`src/rtl/full_adder.sv`:
```
`default_nettype none
// ============================================================================
// full_adder: ripple-carry adder cell (WIDTH=1 is the classic full adder) with
// a combinational sum/carry path and a one-cycle registered copy plus valid.
// Revision: 1.0
// ============================================================================
module full_adder #(
  parameter int WIDTH = 1
) (
  input  logic             clk,
  input  logic             rst,
  input  logic [WIDTH-1:0] a,
  input  logic [WIDTH-1:0] b,
  input  logic             cin,
  input  logic             in_valid,
  output logic [WIDTH-1:0] sum,
  output logic             cout,
  output logic [WIDTH-1:0] sum_q,
  output logic             cout_q,
  output logic             ovf_q,
  output logic             out_valid
);

  logic [WIDTH:0]   w_carry;
  logic [WIDTH-1:0] w_sum;
  logic             w_ovf;

  // Carry chain built in one process so each stage reads the previous one.
  always_comb begin
    w_carry    = '0;
    w_sum      = '0;
    w_carry[0] = cin;
    for (int i = 0; i < WIDTH; i++) begin
      w_sum[i]     = a[i] ^ b[i] ^ w_carry[i];
      w_carry[i+1] = (a[i] & b[i]) | (a[i] & w_carry[i]) | (b[i] & w_carry[i]);
    end
  end

  // Carry into the MSB vs. carry out of it; for WIDTH=1 this is cin ^ cout.
  assign w_ovf = w_carry[WIDTH-1] ^ w_carry[WIDTH];
  assign sum   = w_sum;
  assign cout  = w_carry[WIDTH];

  always_ff @(posedge clk) begin
    if (rst) begin
      sum_q     <= '0;
      cout_q    <= 1'b0;
      ovf_q     <= 1'b0;
      out_valid <= 1'b0;
    end else if (in_valid) begin
      sum_q     <= w_sum;
      cout_q    <= w_carry[WIDTH];
      ovf_q     <= w_ovf;
      out_valid <= 1'b1;
    end else begin
      out_valid <= 1'b0;
    end
  end

endmodule
`default_nettype wire

```
`config.mk`:
```
export PLATFORM = sky130hd
export DESIGN_NAME = full_adder
export DESIGN_NICKNAME = d
export VERILOG_FILES = /design/src/rtl/full_adder.sv
export SDC_FILE = /design/constraint.sdc
export NUM_CORES = 1
export LEC_CHECK = 0
export ABC_AREA = 1
export ABC_CLOCK_PERIOD_IN_PS = 1300
export BUFFER_PORTS_ARGS = -buffer_cell sky130_fd_sc_hd__buf_2
export CORE_AREA = 8 8 45 47
export CTS_CLUSTER_SIZE = 20
export DETAILED_ROUTE_END_ITERATION = 8
export DIE_AREA = 0 0 53 55
export GPL_TIMING_DRIVEN = 1
export PLACE_DENSITY_LB_ADDON = 0.25
export SETUP_SLACK_MARGIN = 0.5
export SYNTH_ARGS = -nofsm -noshare
export SYNTH_HDL_FRONTEND = slang
export SYNTH_SLANG_ARGS = --single-unit
```
`constraint.sdc`:
```
create_clock -name clk -period 1.3 [get_ports clk]
set_clock_uncertainty 0.2 [all_clocks]
set_input_delay 0.26 -clock clk [delete_from_list [all_inputs] [get_ports clk]]
set_output_delay 0.26 -clock clk [all_outputs]
set_load 0.02 [all_outputs]
```
== Yosys cells after proc, flatten, opt, wreduce, memory -nomap -nowiden ==
Index checks and enable logic that the tools add are counted.

* Muxes and demuxes: 1
* Bitwise operators: 8

{| class="wikitable"
|+ Operators by type and width
! operator !! count
|-
| $and A1 B1 Y1 || 3
|-
| $xor A1 B1 Y1 || 3
|-
| $or A1 B1 Y1 || 2
|-
| $mux W1 || 1
|}

* Register bits after elaboration: 4
* Bits of input ports: 6
* Word-level logic and storage cells: 13

== Longest topological paths before layout ==
Gate-level depths: netlist of run 1.

* Depth in word-level cells: 4
* Gate-level depth with buffers: 6

== Least setup slack after synthesis of run 1 ==
OpenSTA, ideal clock, no wires.

* Path kind: input-to-reg
* Start point: in a
* End point: reg sum_q
* Library setup time: 70 ps
* Arrival time: 1,114 ps
* Data required time: 1,030 ps
* Setup slack: -83 ps
* Stages: 3
* Path buffers: 0
* Cell sequence: fa_1 > nand2_1 > a21oi_1

* Cells in the longest elaborated chain, start to end: 2

{| class="wikitable"
|+ RTL lines
! what !! line !! RTL
|-
| from (decl) || 12 || <nowiki>input logic [WIDTH-1:0] a,</nowiki>
|-
| $xor A1 B1 Y1 (2 in a row) || 34 || <nowiki>w_sum[i] = a[i] ^ b[i] ^ w_carry[i];</nowiki>
|-
| to (signal assigned) || 51 || <nowiki>sum_q <= w_sum;</nowiki>
|-
| to (decl) || 18 || <nowiki>output logic [WIDTH-1:0] sum_q,</nowiki>
|}

No other way between the ends.
A chain may end at the register's enable or synchronous reset.

== Worst setup path after layout of run 1 ==
* Start point: in b
* End point: out sum

* Cells in the longest elaborated chain, start to end: 2

{| class="wikitable"
|+ RTL lines
! what !! line !! RTL
|-
| from (decl) || 13 || <nowiki>input logic [WIDTH-1:0] b,</nowiki>
|-
| $xor A1 B1 Y1 (2 in a row) || 34 ||
|-
| to (decl) || 16 || <nowiki>output logic [WIDTH-1:0] sum,</nowiki>
|}

No other way between the ends.

==> metrics.txt, run 1 <==
# TYPE chip_impl_metric gauge
chip_impl_info{name="yosysTopAreaCell",value="sky130_fd_sc_hd__dfxtp_1"} 1
chip_impl_metric{name="io_buffer_count",unit=""} 11
chip_impl_metric{name="fraction_of_final_layout_cells_with_drive_strength_greater_than_1",unit=""} 0.711
chip_impl_metric{name="vias",unit=""} 190
chip_impl_metric{name="report.final.setup_viol",unit=""} 2
chip_impl_metric{name="vdd.ir_drop.worst",unit="mV"} 0.268
chip_impl_metric{name="detail_route.first_pass.iterations",unit=""} 2
chip_impl_metric{name="antenna_cells_inserted",unit=""} 0
chip_impl_metric{name="worst_setup_hold_path_clk_slew",unit="ps"} 40
chip_impl_metric{name="clock_tree.htree_level_count",unit=""} 1
chip_impl_metric{name="whs_path_depth",unit=""} 2
chip_impl_metric{name="first_global_vias",unit=""} 200
chip_impl_metric{name="period_needed",unit="ps"} 1510
chip_impl_info{name="ys_dominant_reg_cell",value="sky130_fd_sc_hd__dfxtp_1"} 1
chip_impl_metric{name="worst_setup_slack_final",unit="ps"} -205
chip_impl_metric{name="placedInstanceArea",unit="um2"} 268
chip_impl_info{name="reg2reg_from",value="ovf_q$_SDFFE_PP0P_"} 1
chip_impl_info{name="min-delay-path-class",value="in -> reg"} 1
chip_impl_metric{name="clk_latency",unit="ps"} 230
chip_impl_metric{name="worst_case_headroom_to_the_max_slew_limit",unit=""} 0.912
chip_impl_info{name="timing.critical_path.cells",value="buf_6 > fa_2 > buf_6"} 1
chip_impl_metric{name="design_area",unit="um2"} 372
chip_impl_info{name="netlist_top_cells_count",value="7 x sky130_fd_sc_hd__nand2_1, 4 x sky130_fd_sc_hd__dfxtp_1, 4 x sky130_fd_sc_hd__inv_1, 3 x sky130_fd_sc_hd__nor2_1, 2 x sky130_fd_sc_hd__a21oi_1"} 1
chip_impl_metric{name="yosys.area.top_type_share",unit=""} 0.478
chip_impl_info{name="timing.setup.critical_path_class",value="in -> out"} 1
chip_impl_metric{name="route.detailed.vias_per_inst",unit=""} 3.52
chip_impl_metric{name="worst_hold_slack",unit="ps"} 20.8
chip_impl_metric{name="grt_first_pass_wirelength",unit="um"} 717
chip_impl_metric{name="routed_wire_length_per_instance",unit="um"} 8.83
chip_impl_metric{name="final_util",unit=""} 0.269
chip_impl_metric{name="core-area",unit="mm2"} 0.00138
chip_impl_metric{name="rows",unit=""} 14
chip_impl_metric{name="maxSlewViolCount",unit=""} 0
chip_impl_metric{name="share_of_synthesized_registers_carrying_an_async_set_or_reset",unit=""} 0
chip_impl_info{name="rsz0062_at_grt",value="true"} 1
chip_impl_metric{name="synth_edf_count",unit=""} 0
chip_impl_info{name="crit_path_start",value="b"} 1
chip_impl_metric{name="clock_buffer_count_from_cts",unit=""} 3
chip_impl_metric{name="max_freq",unit="MHz"} 664
chip_impl_metric{name="drv.max_cap_violation_count",unit=""} 0
chip_impl_metric{name="postSynthRegisterBits",unit=""} 4
chip_impl_info{name="critical_path_capture_point_type",value="output pin"} 1
chip_impl_info{name="min-delay-start",value="rst"} 1
chip_impl_info{name="timing.hold.worst_endpoint",value="cout_q$_SDFFE_PP0P_"} 1
chip_impl_metric{name="grt_antenna_before_repair",unit=""} 0
chip_impl_metric{name="powerDensity",unit="mW/mm2"} 1080
chip_impl_metric{name="globalRoute.totalOverflow",unit=""} 0
chip_impl_metric{name="cp_slowest_stage_delay",unit="ps"} 570
chip_impl_info{name="cts-root-buf",value="sky130_fd_sc_hd__clkbuf_4"} 1
chip_impl_info{name="critical_path.startpoint_type",value="input pin"} 1
chip_impl_metric{name="count_of_mapped_cells_out_of_synthesis",unit=""} 22
chip_impl_metric{name="worstPathArrival",unit="ps"} 1050
chip_impl_metric{name="postCtsHoldBufs",unit=""} 0
chip_impl_info{name="crit-reg2reg-capture",value="ovf_q$_SDFFE_PP0P_"} 1
chip_impl_metric{name="finish.cell_count_without_fillers",unit=""} 54
chip_impl_metric{name="ant_nets",unit=""} 0
chip_impl_metric{name="clk_path_buf_depth",unit=""} 2
chip_impl_metric{name="mappedNetlistNets",unit=""} 29
chip_impl_metric{name="design.final.nets",unit=""} 47
chip_impl_metric{name="area_growth_syn_to_layout",unit="%"} 122
chip_impl_metric{name="synth.cell_area",unit="um2"} 168
chip_impl_metric{name="period_share",unit=""} 1.16
chip_impl_metric{name="clock-sinks",unit=""} 4
chip_impl_metric{name="cp_data_required_time",unit="ps"} 840
chip_impl_metric{name="chipHeight",unit="um"} 55
chip_impl_info{name="cts_tree",value="built"} 1
chip_impl_metric{name="worst_r2r_path_depth",unit=""} 4
chip_impl_info{name="failed_checks",value="negative setup slack"} 1
chip_impl_metric{name="design.die.area",unit="mm2"} 0.00292
chip_impl_info{name="slowest_stage",value="sky130_fd_sc_hd__fa_2"} 1
chip_impl_metric{name="yosys.cell_types.count",unit=""} 7
chip_impl_info{name="synth.most_common_cell",value="sky130_fd_sc_hd__nand2_1"} 1
chip_impl_metric{name="initial_core_utilization",unit=""} 0.121
chip_impl_metric{name="reg2reg_setup_slack",unit="ps"} 460
chip_impl_metric{name="io-pin-count",unit=""} 12
chip_impl_metric{name="critical_path_peak_fanout",unit=""} 2
chip_impl_metric{name="dpl.cell_count",unit=""} 50
chip_impl_metric{name="grtUsageTotal",unit=""} 0.0383
chip_impl_metric{name="cellLeakagePower",unit="uW"} 0.000184
chip_impl_metric{name="die_width",unit="um"} 53
chip_impl_metric{name="finalWeightedCongestion",unit=""} 0.625
chip_impl_info{name="result_of_the_run",value="complete, but fails checks"} 1
chip_impl_metric{name="ys.warnings.count",unit=""} 0
chip_impl_metric{name="detail_route.drc_violations",unit=""} 0
chip_impl_metric{name="synth.yosys.seq_area_share",unit=""} 0.478
chip_impl_metric{name="pin_count_of_the_biggest_net_entering_global_routing",unit=""} 6
chip_impl_metric{name="tightest_slew",unit="ps"} 132
chip_impl_info{name="worst_path_most_repeated_cell",value="sky130_fd_sc_hd__buf_6"} 1
chip_impl_info{name="yosys-top-cells-area",value="sky130_fd_sc_hd__dfxtp_1 48%, sky130_fd_sc_hd__nand2_1 16%, sky130_fd_sc_hd__fa_1 12%"} 1
chip_impl_metric{name="initialDrtViolationCount",unit=""} 3
chip_impl_metric{name="post_synth.cell_area_avg",unit="um2"} 7.62
chip_impl_metric{name="timing.final.hold_violations",unit=""} 0
chip_impl_metric{name="drt_wl_total",unit="um"} 477
how the worst max path moves through the flow:
stage	endpoint	slack, ps
after floorplan	sum	-40
after global placement	sum	-260
after detailed placement	sum	-260
after CTS	sum	-210
after global routing	sum	-230
final	sum	-210
layout make-up:
cell class | instances | area, um2
sequential | 4 | 95.1
timing repair buffer | 13 | 118
clock buffer | 3 | 22.5
fill | 152 | 1010
inverter | 4 | 15.0
tap | 16 | 20.0
multi-input combinational | 14 | 101
critical path, delay by kind of cell:
kind | cells | cell delay (ps)
adder cells (fa/ha/maj) | 1 | 570
buffers and inverters | 2 | 210
timing repair:
item	CTS	global route
endpoints found under the setup margin	9	9
hold endpoints to repair	0	0
setup buffers	1	0
gates resized for setup	19	3
pin swaps	3	2
sequential cells by signal, summed over array words and instances (netlist names):
name       cells
cout_q         1
out_valid      1
ovf_q          1
sum_q          1
metrics by stage:
stage          setup slack, ps  setup TNS, ps  power (uW)
6_report                  -205           -258         400
5_1_grt                   -229           -295         428
4_1_cts                   -207           -260         410
3_5_place_dp              -258           -464         212
3_3_place_gp              -257           -460         213
2_1_floorplan            -42.0          -79.5         182
where the power goes:
part	switching [uW]	internal (uW)	total, uW
Clock	47.6	103	151
Sequential	5.33	130	135
Combinational	56.0	58.4	114
logic make-up (layout without fill, tap and decap cells):
logic type      after synthesis  after routing  share of synthesized area
buf+inv                       4             20                     0.0895
compound gates                2              2                     0.0597
simple gates                 11             11                      0.254
flops                         4              4                      0.478
fa+ha+maj                     1              1                      0.119
per-layer routing:
metal	GRT usage	up-vias	wire length, um
met3	0.0241	0	64
li1	-	98	-
met1	0.0352	82	213
met5	0	-	0
met2	0.0391	10	199
met4	0.0776	0	0
cells in the final DEF, fill, tap and decap left out, drive strengths merged:
cell type and n:
nand2 7, dfxtp 4, buf 13, fa 1, clkbuf 3, nand3 1
nor2 3, a21oi 2, inv 4
Power figures use the tool's default switching activity.
==> inputs of run 2 (changes only) <==
ABC_CLOCK_PERIOD_IN_PS = 1800   (was 1300)
clock period = 1.8 ns   (was 1.3 ns; I/O delays follow)
==> metrics.txt, run 2 (synthesis gave the netlist of run 1 again) <==
# TYPE chip_impl_metric gauge
chip_impl_metric{name="timing.final.hold_violations",unit=""} 0
chip_impl_metric{name="grt_first_pass_wirelength",unit="um"} 876
chip_impl_metric{name="maxSlewViolCount",unit=""} 0
chip_impl_metric{name="clock_tree.htree_level_count",unit=""} 1
chip_impl_metric{name="report.final.setup_viol",unit=""} 0
chip_impl_metric{name="clk_path_buf_depth",unit=""} 2
chip_impl_metric{name="routed_wire_length_per_instance",unit="um"} 9.09
chip_impl_info{name="rsz0062_at_grt",value="true"} 1
chip_impl_metric{name="drt_wl_total",unit="um"} 482
chip_impl_metric{name="route.detailed.vias_per_inst",unit=""} 3.45
chip_impl_info{name="critical_path_capture_point_type",value="output pin"} 1
chip_impl_metric{name="worst_case_headroom_to_the_max_slew_limit",unit=""} 0.926
chip_impl_metric{name="worstPathArrival",unit="ps"} 1140
chip_impl_metric{name="area.sequential",unit="um2"} 82.6
chip_impl_info{name="crit-reg2reg-capture",value="ovf_q$_SDFFE_PP0P_"} 1
chip_impl_metric{name="flop_pwr_share",unit=""} 0.354
chip_impl_info{name="cts_tree",value="built"} 1
chip_impl_info{name="worst_path_most_repeated_cell",value="sky130_fd_sc_hd__buf_6"} 1
chip_impl_metric{name="chipHeight",unit="um"} 55
chip_impl_metric{name="cp_data_required_time",unit="ps"} 1240
chip_impl_info{name="slowest_stage",value="sky130_fd_sc_hd__fa_2"} 1
chip_impl_metric{name="fraction_of_final_layout_cells_with_drive_strength_greater_than_1",unit=""} 0.486
chip_impl_metric{name="layout.filler_cells",unit=""} 160
chip_impl_metric{name="io_buffer_count",unit=""} 11
chip_impl_metric{name="globalRoute.totalOverflow",unit=""} 0
chip_impl_info{name="timing.critical_path.cells",value="buf_6 > fa_2 > buf_6"} 1
chip_impl_metric{name="area_growth_syn_to_layout",unit="%"} 91.8
chip_impl_metric{name="design.final.nets",unit=""} 46
chip_impl_metric{name="worst_r2r_path_depth",unit=""} 4
chip_impl_metric{name="period_needed",unit="ps"} 1700
chip_impl_metric{name="vias",unit=""} 183
chip_impl_metric{name="power.switching_fraction",unit=""} 0.263
chip_impl_info{name="result_of_the_run",value="completed"} 1
chip_impl_metric{name="powerDensity",unit="mW/mm2"} 875
chip_impl_metric{name="switching_power",unit="uW"} 73.9
chip_impl_metric{name="grtUsageTotal",unit=""} 0.0437
chip_impl_metric{name="die_width",unit="um"} 53
chip_impl_metric{name="grt_antenna_before_repair",unit=""} 0
chip_impl_metric{name="intPower",unit="uW"} 208
chip_impl_metric{name="first_global_vias",unit=""} 215
chip_impl_info{name="crit_path_start",value="a"} 1
chip_impl_metric{name="cp_slowest_stage_delay",unit="ps"} 570
chip_impl_info{name="timing.setup.critical_path_class",value="in -> out"} 1
chip_impl_metric{name="pin_count_of_the_biggest_net_entering_global_routing",unit=""} 6
chip_impl_metric{name="postCtsHoldBufs",unit=""} 0
chip_impl_metric{name="cellLeakagePower",unit="uW"} 0.000165
chip_impl_metric{name="antenna_cells_inserted",unit=""} 0
chip_impl_metric{name="clk_latency",unit="ps"} 230
chip_impl_metric{name="drv.max_cap_violation_count",unit=""} 0
chip_impl_info{name="critical_path.startpoint_type",value="input pin"} 1
chip_impl_metric{name="design.die.area",unit="mm2"} 0.00292
chip_impl_metric{name="initialDrtViolationCount",unit=""} 1
chip_impl_metric{name="area_occupied_by_multi_input_gates",unit="um2"} 75.1
chip_impl_metric{name="rows",unit=""} 14
chip_impl_metric{name="detail_route.first_pass.iterations",unit=""} 2
chip_impl_metric{name="core-area",unit="mm2"} 0.00138
chip_impl_info{name="worstSetupEndpoint",value="sum"} 1
chip_impl_metric{name="reg2reg_setup_slack",unit="ps"} 980
chip_impl_metric{name="io-pin-count",unit=""} 12
chip_impl_metric{name="clock-sinks",unit=""} 4
chip_impl_metric{name="ant_nets",unit=""} 0
chip_impl_metric{name="clockPowerShare",unit=""} 0.389
chip_impl_metric{name="finalWeightedCongestion",unit=""} 0.621
chip_impl_metric{name="total_power",unit="uW"} 282
chip_impl_metric{name="vdd.ir_drop.worst",unit="mV"} 0.193
chip_impl_info{name="min-delay-path-class",value="in -> reg"} 1
chip_impl_metric{name="worst_setup_hold_path_clk_slew",unit="ps"} 40
chip_impl_metric{name="initial_core_utilization",unit=""} 0.121
chip_impl_metric{name="pwr-share-comb",unit=""} 0.257
chip_impl_info{name="reg2reg_from",value="ovf_q$_SDFFE_PP0P_"} 1
chip_impl_metric{name="detail_route.drc_violations",unit=""} 0
chip_impl_info{name="cts-root-buf",value="sky130_fd_sc_hd__clkbuf_4"} 1
chip_impl_metric{name="period_share",unit=""} 0.945
chip_impl_metric{name="clock_buffer_count_from_cts",unit=""} 3
chip_impl_info{name="layout_common_cells",value="7 x sky130_fd_sc_hd__nand2_1, 7 x sky130_fd_sc_hd__buf_6, 4 x sky130_fd_sc_hd__inv_1, 4 x sky130_fd_sc_hd__buf_2"} 1
chip_impl_metric{name="critical_path_peak_fanout",unit=""} 2
chip_impl_metric{name="max_freq",unit="MHz"} 588
chip_impl_metric{name="tightest_slew",unit="ps"} 112
chip_impl_metric{name="totalNegativeSetupSlack",unit="ps"} 0
-- run 2: changes by cell type in the layout (fill, tap and decap cells not counted), moves of 2 or more --
cell	before	now
sky130_fd_sc_hd__dfxtp_1	0	2
sky130_fd_sc_hd__dfxtp_2	0	2
sky130_fd_sc_hd__dfxtp_4	4	0
sky130_fd_sc_hd__nand2_1	4	7
sky130_fd_sc_hd__nand2_4	2	0
-- run 2: stage by stage --
step / cells / instance area [um2] / utilization / hold slack, ps / worst slack, ps
floorplan: 22 / 170 / - / 229 / 258
global placement: 49 / 245 / 0.177 / 248 / 43.9
detailed placement: 49 / 245 / 0.177 / 248 / 45.7
CTS: 53 / 294 / 0.212 / 123 / 96.3
global route: 53 / 322 / 0.232 / 129 / 82.0
finish: 53 / 322 / 0.232 / 130 / 98.3
-- run 2: layout make-up --
type / instances / area share
Timing Repair Buffer: 12 / 0.331
Sequential cell: 4 / 0.257
Multi-Input combinational cell: 14 / 0.233
Clock buffer: 3 / 0.0700
Tap cell: 16 / 0.0623
Inverter: 4 / 0.0467
-- run 2: routing by layer --
| layer | routed length [um] | track usage |
|---|---|---|
| met1 | 207 | 0.0426 |
| met2 | 173 | 0.0469 |
| met3 | 101 | 0.0428 |
| met4 | 0 | 0.0517 |
| met5 | 0 | 0 |
-- run 2: critical path: cells and delay by family --
family | cells | cell delay, ps
adders and majority gates | 1 | 570
buffers and inverters | 2 | 210
-- run 2: how the worst min path moves through the flow --
stage | from | to | slack [ps] | cells past startpoint
3_3_place_gp | cout_q$_SDFFE_PP0P_ | cout_q$_SDFFE_PP0P_ | 250 | 2
6_report | rst | sum_q$_SDFFE_PP0P_ | 130 | 2
5_1_grt | rst | cout_q$_SDFFE_PP0P_ | 130 | 2
3_5_place_dp | cout_q$_SDFFE_PP0P_ | cout_q$_SDFFE_PP0P_ | 250 | 2
2_1_floorplan | rst | cout_q$_SDFFE_PP0P_ | 230 | 1
4_1_cts | rst | cout_q$_SDFFE_PP0P_ | 120 | 2
-- run 2: what timing repair did --
action,in CTS,in global routing
resized for setup,5,9
cloned,0,0
endpoints found under the setup margin,2,6
setup buffers,1,0
pin swaps,1,2
-- run 2: power groups by stage --
| stage | clock network (uW) | logic (uW) | registers (uW) |
|---|---|---|---|
| after global routing | 124 | 79.4 | 101 |
| after floorplan | 0 | 26.1 | 107 |
| after CTS | 118 | 65.9 | 97.9 |
| final | 110 | 72.3 | 99.6 |
| after global placement | 0 | 54.5 | 99.3 |
| after detailed placement | 0 | 54.3 | 99.2 |
